==> config.mk <==
export PLATFORM = sky130hd
export DESIGN_NAME = row_skew_fifo_bank
export DESIGN_NICKNAME = d
export VERILOG_FILES = /design/src/rtl/sa_pkg.sv /design/src/rtl/sync_fifo.sv /design/src/rtl/row_skew_fifo_bank.sv
export SDC_FILE = /design/constraint.sdc
export NUM_CORES = 2
export LEC_CHECK = 0
export CAP_MARGIN = 15
export CORE_ASPECT_RATIO = 2
export CORE_MARGIN = 2
export CORE_UTILIZATION = 30
export CTS_BUF_LIST = sky130_fd_sc_hd__clkbuf_4 sky130_fd_sc_hd__clkbuf_8 sky130_fd_sc_hd__clkbuf_16
export DETAILED_ROUTE_END_ITERATION = 7
export SYNTH_ARGS = -nofsm -noshare
export SYNTH_HDL_FRONTEND = slang
export SYNTH_SLANG_ARGS = --single-unit
==> constraint.sdc <==
create_clock -name i_clk -period 4.4 [get_ports i_clk]
set_clock_uncertainty 0.15 [all_clocks]
set_input_delay 0.88 -clock i_clk [delete_from_list [all_inputs] [get_ports i_clk]]
set_output_delay 0.88 -clock i_clk [all_outputs]
set_load 0.1 [all_outputs]
==> src/rtl/sa_pkg.sv <==
// Shared definitions for the systolic-array input staging logic.
//   SA_ROW / SA_WIDTH / SA_DEPTH : default array rows, element width, FIFO depth
//   state_t                      : skew FSM state encoding
//   cnt_width()                  : width of a counter covering 0..n-1 (at least 1 bit)
package sa_pkg;

    localparam int SA_ROW   = 9;
    localparam int SA_WIDTH = 9;
    localparam int SA_DEPTH = 16;

    typedef enum logic [1:0] {
        IDLE  = 2'd0,
        PRE   = 2'd1,
        DATA  = 2'd2,
        FLUSH = 2'd3
    } state_t;

    function automatic int cnt_width(input int n);
        return (n > 1) ? $clog2(n) : 1;
    endfunction

endpackage

==> src/rtl/sync_fifo.sv <==
// Single-clock FIFO with a registered read port.
//   i_clk, i_rst_n : clock, async active-low reset
//   push, wdata    : write request and data (ignored while full)
//   pop            : read request (ignored while empty); head moves to rdata next cycle
//   rdata          : registered read data, holds between pops
//   empty, full    : occupancy flags, both taken before this cycle's push/pop
module sync_fifo
    import sa_pkg::*;
#(
    parameter int WIDTH = SA_WIDTH,
    parameter int DEPTH = SA_DEPTH
) (
    input  logic             i_clk,
    input  logic             i_rst_n,
    input  logic             push,
    input  logic             pop,
    input  logic [WIDTH-1:0] wdata,
    output logic [WIDTH-1:0] rdata,
    output logic             empty,
    output logic             full
);

    localparam int PW = $clog2(DEPTH);
    localparam int CW = PW + 1;

    logic [WIDTH-1:0] mem [DEPTH];

    logic [PW-1:0]    wr_ptr_q, wr_ptr_d;
    logic [PW-1:0]    rd_ptr_q, rd_ptr_d;
    logic [CW-1:0]    count_q, count_d;
    logic [WIDTH-1:0] rdata_q, rdata_d;
    logic             push_ok, pop_ok;

    assign full    = (count_q == CW'(DEPTH));
    assign empty   = (count_q == '0);
    assign push_ok = push & ~full;
    assign pop_ok  = pop & ~empty;
    assign rdata   = rdata_q;

    always_comb begin
        wr_ptr_d = wr_ptr_q;
        rd_ptr_d = rd_ptr_q;
        rdata_d  = rdata_q;
        count_d  = count_q + CW'(push_ok) - CW'(pop_ok);
        if (push_ok) begin
            wr_ptr_d = wr_ptr_q + PW'(1);
        end
        if (pop_ok) begin
            rd_ptr_d = rd_ptr_q + PW'(1);
            rdata_d  = mem[rd_ptr_q];
        end
    end

    always_ff @(posedge i_clk or negedge i_rst_n) begin
        if (!i_rst_n) begin
            wr_ptr_q <= '0;
            rd_ptr_q <= '0;
            count_q  <= '0;
            rdata_q  <= '0;
        end else begin
            wr_ptr_q <= wr_ptr_d;
            rd_ptr_q <= rd_ptr_d;
            count_q  <= count_d;
            rdata_q  <= rdata_d;
        end
    end

    // Storage needs no reset: the pointers and count define what is valid.
    always_ff @(posedge i_clk) begin
        if (push_ok) begin
            mem[wr_ptr_q] <= wdata;
        end
    end

endmodule

==> src/rtl/row_skew_fifo_bank.sv <==
// Input staging for the systolic array: one FIFO per array row, with zero
// padding so that row r lags row 0 by r slots (diagonal wavefront).
//   i_clk, i_rst_n          : clock, async active-low reset
//   i_valid, i_last, i_data : upstream vector stream, row r in i_data[r*WIDTH +: WIDTH]
//   o_ready                 : vector accepted when i_valid & o_ready
//   i_read_enable           : per-row pop request
//   o_fifo_empty            : per-row empty flag
//   o_data                  : per-row registered read data, same packing as i_data
//   o_busy                  : FSM not idle
//
// state | meaning
// ------+---------------------------------------------------------------
// IDLE  | waiting for the first i_valid of a burst (vector not consumed)
// PRE   | inserting leading zeros, row r gets r of them
// DATA  | accepting vectors, every row written in the same cycle
// FLUSH | inserting trailing zeros, row r gets ROW-1-r of them
module row_skew_fifo_bank
    import sa_pkg::*;
#(
    parameter int ROW   = SA_ROW,
    parameter int WIDTH = SA_WIDTH,
    parameter int DEPTH = SA_DEPTH
) (
    input  logic                 i_clk,
    input  logic                 i_rst_n,
    input  logic                 i_valid,
    input  logic                 i_last,
    input  logic [ROW*WIDTH-1:0] i_data,
    output logic                 o_ready,
    input  logic [ROW-1:0]       i_read_enable,
    output logic [ROW-1:0]       o_fifo_empty,
    output logic [ROW*WIDTH-1:0] o_data,
    output logic                 o_busy
);

    localparam int KW = cnt_width(ROW);

    state_t                     state_q, state_d;
    logic [KW-1:0]              k_q, k_d;
    logic [ROW-1:0]             push, full, empty;
    logic [ROW-1:0][WIDTH-1:0]  wdata, rdata;
    logic                       any_full, k_last, accept;

    // Every phase step and every accept is gated on "no row full" so that
    // all rows advance in lockstep and never drift relative to each other.
    assign any_full = |full;
    assign k_last   = (int'(k_q) == ROW - 2);
    assign accept   = (state_q == DATA) & i_valid & ~any_full;

    always_comb begin
        state_d = state_q;
        k_d     = k_q;
        case (state_q)
            IDLE: begin
                if (i_valid) begin
                    state_d = (ROW > 1) ? PRE : DATA;
                    k_d     = '0;
                end
            end
            PRE: begin
                if (!any_full) begin
                    if (k_last) begin
                        state_d = DATA;
                        k_d     = '0;
                    end else begin
                        k_d = k_q + KW'(1);
                    end
                end
            end
            DATA: begin
                if (accept && i_last) begin
                    state_d = (ROW > 1) ? FLUSH : IDLE;
                    k_d     = '0;
                end
            end
            FLUSH: begin
                if (!any_full) begin
                    if (k_last) begin
                        state_d = IDLE;
                        k_d     = '0;
                    end else begin
                        k_d = k_q + KW'(1);
                    end
                end
            end
            default: begin
                state_d = IDLE;
                k_d     = '0;
            end
        endcase
    end

    // Zero-insert mux: in PRE the deep rows start first, in FLUSH the shallow
    // rows keep going longest, giving r leading and ROW-1-r trailing zeros.
    always_comb begin
        for (int r = 0; r < ROW; r++) begin
            push[r]  = 1'b0;
            wdata[r] = '0;
            case (state_q)
                PRE:     push[r] = ~any_full & (int'(k_q) >= ROW - 1 - r);
                DATA: begin
                    push[r]  = accept;
                    wdata[r] = i_data[r*WIDTH +: WIDTH];
                end
                FLUSH:   push[r] = ~any_full & (int'(k_q) < ROW - 1 - r);
                default: push[r] = 1'b0;
            endcase
        end
    end

    always_ff @(posedge i_clk or negedge i_rst_n) begin
        if (!i_rst_n) begin
            state_q <= IDLE;
            k_q     <= '0;
        end else begin
            state_q <= state_d;
            k_q     <= k_d;
        end
    end

    for (genvar r = 0; r < ROW; r++) begin : g_row
        sync_fifo #(
            .WIDTH (WIDTH),
            .DEPTH (DEPTH)
        ) u_fifo (
            .i_clk   (i_clk),
            .i_rst_n (i_rst_n),
            .push    (push[r]),
            .pop     (i_read_enable[r]),
            .wdata   (wdata[r]),
            .rdata   (rdata[r]),
            .empty   (empty[r]),
            .full    (full[r])
        );
    end

    assign o_ready      = (state_q == DATA) & ~any_full;
    assign o_busy       = (state_q != IDLE);
    assign o_fifo_empty = empty;
    assign o_data       = rdata;

endmodule

==> impl_results.md <==
- CTS tree: built
- Total negative slack: 0 ns
- Area Growth Syn to Fin: 16.7%
- DRC Markers: 0
- Synth area leaders: edfxtp_1 64%, mux4_2 12%, dfrtp_1 8.4%
- Pwr dens: ~700 nW/µm²
- Ys flop type: edfxtp_1
- Cts hold-fix bufs: 1
- Row count: 233
- WL/cell: 22.9 µm
- Final Max Slew Viols: 0
- Clock Path Buffers: 4
- Register area share after synthesis: 0.728
- Total power: between 50 and 60 mW
- Final hold viol count: 0
- Post-CTS Setup Bufs: 0
- Ratio of final minimum period to clock period: 0.912
- Post-Syn Area: just over 60000 µm²
- Internal power: 32.1 mW
- Initial antenna violation count: 11
- Root Driver: clkbuf_16
- Critical path arrival: 2.98 ns
- Leak: 24.3 nW
- Critical Path RT: approximately 3.4 ns
- Switch share: 0.358
- Critical path depth in cells: 7
- Max-slew headroom: 0.239
- Clock sink count: 1500
- Io pins: ~190
- Peak supply drop: around 560 µV
- Post_cts resized: 0
- Synth Register Bits: 1500
- CP Launch Point: g_row[7].u_fifo.count_q[2]$_DFF_PN0_
- Vias/cell: approximately 4.7
- Yosys cell types: 57
- Hpwl dp: roughly 100000 µm
- RSZ-0062 raised after global routing: no
- Final setup viols: 0
- Slew of the pin with the lowest slew margin: around 1.1 ns
- Max-Cap Viols: 0
- Post-Syn Area per Cell: about 19 µm²
- Reg2reg end: g_row[7].u_fifo.count_q[4]$_DFF_PN0_
- Die W: 321 µm
- Largest net degree at the start of global routing: 67
- Worst r2r src: g_row[7].u_fifo.count_q[2]$_DFF_PN0_
- Critical path capture point: o_ready
- Power share of the clock group: 0.253
- Final min period: ~4 ns
- Net Switching: 17.9 mW
- Synthesized netlist cell count: 3202
- Post-synth top cells: 1296 x edfxtp_1, 324 x mux4_2, 204 x dfrtp_1
- TritonCTS Buffers: about 150
- EDFF count, synth: around 1300
- Most common cell in the netlist: edfxtp_1
- CP max stage delay: approximately 0.54 ns
- Synth warn: 0
- CP cell instances: inv_1, ha_1, nor4bb_1, or4_1, a221oi_2, and3_1, buf_12
- Ys async rst share: 0.136
- Logic pwr share: 0.339
- GRT Overall Usage: 0.137
- First-pass GRT wire length: about 210000 µm
- Via Count: a little under 30000
- Total wire length: approximately 140000 µm
- RePlAce Congestion: about 0.77
- Crit Path Max Fanout: 5
- Status: completed
- FF-to-FF path depth: 14
- Core box area: 201000 µm²
- CP Buf/Inv Count: 2
- Number of nets with antenna violations after routing: 0
- Multi-input gate area: around 16000 µm²
- Worst-skew pair later-pin latency: 0.80 ns
- H-tree levels: 4
- Post-synth top area share: 0.644
- R2R Setup Slk: 0.45 ns
- 1st-pass router iterations: 5
- Sequential cell area: 44000 µm²
- Die Footprint: approximately 210000 µm²
- Share of cells above drive strength 1: 0.195
- Initial Utilization: 0.301
- FILL cells: between 15000 and 20000
- Clk pin slew, worst setup/hold paths: 0.07 ns
- Number of global-route vias before repair: about 32000
- Kind of critical path: reg -> out
- Grt total ovfl: 0
- Initial DRC Count: around 1800
- Die height: approximately 640 µm
- Slowest cell on crit path: or4_1
- I/O Buffers: between 150 and 200
- Hold/Removal Path Class: reg -> reg
- Share of total power in sequential cells: 0.408
- Startpoint Class: flip-flop
- CP Capture Type: output port
- Synthesized Nets: approximately 3400
- Peak Freq: 249 MHz
- Layout net count: roughly 3700
- Yosys top cell by area: edfxtp_1
- Worst path top cell family by delay: simple AND/OR/NAND/NOR gates
-- power by group through the flow --
stage	Clock [mW]	Combinational, mW	Sequential [mW]
2_1_floorplan	0	10.4	21.9
4_1_cts	13.0	17.4	20.5
3_3_place_gp	0	17.0	20.8
6_report	12.6	17.0	20.4
3_5_place_dp	0	17.3	20.8
5_1_grt	13.5	18.3	20.7
-- how the worst min path moves through the flow --
stage,start,end,cells after the start
floorplan,g_row[0].u_fifo.rd_ptr_q[2]$_DFFE_PN0P_,g_row[0].u_fifo.rd_ptr_q[2]$_DFFE_PN0P_,1
global placement,g_row[0].u_fifo.rdata[5]$_DFFE_PN0P_,g_row[0].u_fifo.rdata[5]$_DFFE_PN0P_,2
detailed placement,g_row[3].u_fifo.rdata[1]$_DFFE_PN0P_,g_row[3].u_fifo.rdata[1]$_DFFE_PN0P_,2
CTS,g_row[2].u_fifo.rdata[6]$_DFFE_PN0P_,g_row[2].u_fifo.rdata[6]$_DFFE_PN0P_,2
global route,g_row[6].u_fifo.rdata[4]$_DFFE_PN0P_,g_row[6].u_fifo.rdata[4]$_DFFE_PN0P_,2
finish,g_row[3].u_fifo.rdata[1]$_DFFE_PN0P_,g_row[3].u_fifo.rdata[1]$_DFFE_PN0P_,2
-- layout make-up --
cell class,instances,share of cell area
multi-input cells,1446,0.220
clock inverters,84,0.0118
flip-flops and latches,1500,0.624
well taps,2585,0.0458
inverters,109,0.00580
repair buffers,278,0.0371
clock buffers,174,0.0558
diodes,2,0.0000709
-- worst min-delay path: stages, from the launching register on --
cell     delay (ns)
dfrtp_1        0.35
a21oi_1        0.06
o21ai_0        0.06
-- metal layers --
metal / global-route usage / part of all wire
met5: 0 / 0.00040
met4: 0.0522 / 0.035
met3: 0.0202 / 0.037
met2: 0.270 / 0.57
met1: 0.144 / 0.36
-- cells by family after synthesis --
family	Yosys count	synth area share
compound gates	228	0.0203
xor+xnor	90	0.0130
fa+ha+maj	116	0.0251
buf+inv	256	0.0171
flops	1500	0.728
mux	487	0.148
simple gates	525	0.0487
-- state kept, by name, summed over array words and instances (netlist names) --
signal,flops
g_row.u_fifo.count_q,45
g_row.u_fifo.mem,1296
g_row.u_fifo.rd_ptr_q,36
g_row.u_fifo.rdata,81
g_row.u_fifo.wr_ptr_q,36
k_q,4
state_q,2
-- metrics by stage --
stage               setup slack (ns)  instance area, µm²  hold slack (ns)  cells  utilization
floorplan                      0.856               60500            0.328   3202            -
global placement               0.277               65700            0.332   5915        0.327
detailed placement             0.331               65800            0.337   5916        0.327
CTS                            0.274               70500            0.352   6175        0.351
global route                   0.121               70600            0.370   6177        0.351
finish                         0.386               70600            0.344   6178        0.351
-- cell usage in the layout, fill, tap and decap left out, types with 20 or more instances in the layout --
cell             Yosys  final
mux2i_1            162    162
dfrtp_1            204    194
nand2_1             79     79
xnor2_1             78     78
nand2b_1            20     20
and2_1             114    114
clkdlybuf4s50_1      0    172
mux4_2             324    324
edfxtp_1          1296   1296
a21oi_1            103    103
inv_1              108    108
clkbuf_16            0    149
nor2_1             121    121
clkinv_1             0     22
o21ai_0             97     97
buf_4               12     98
and3_1              67     67
ha_1               107    106
clkbuf_4             0     21
No activity file was read; power rests on OpenSTA's default activity.
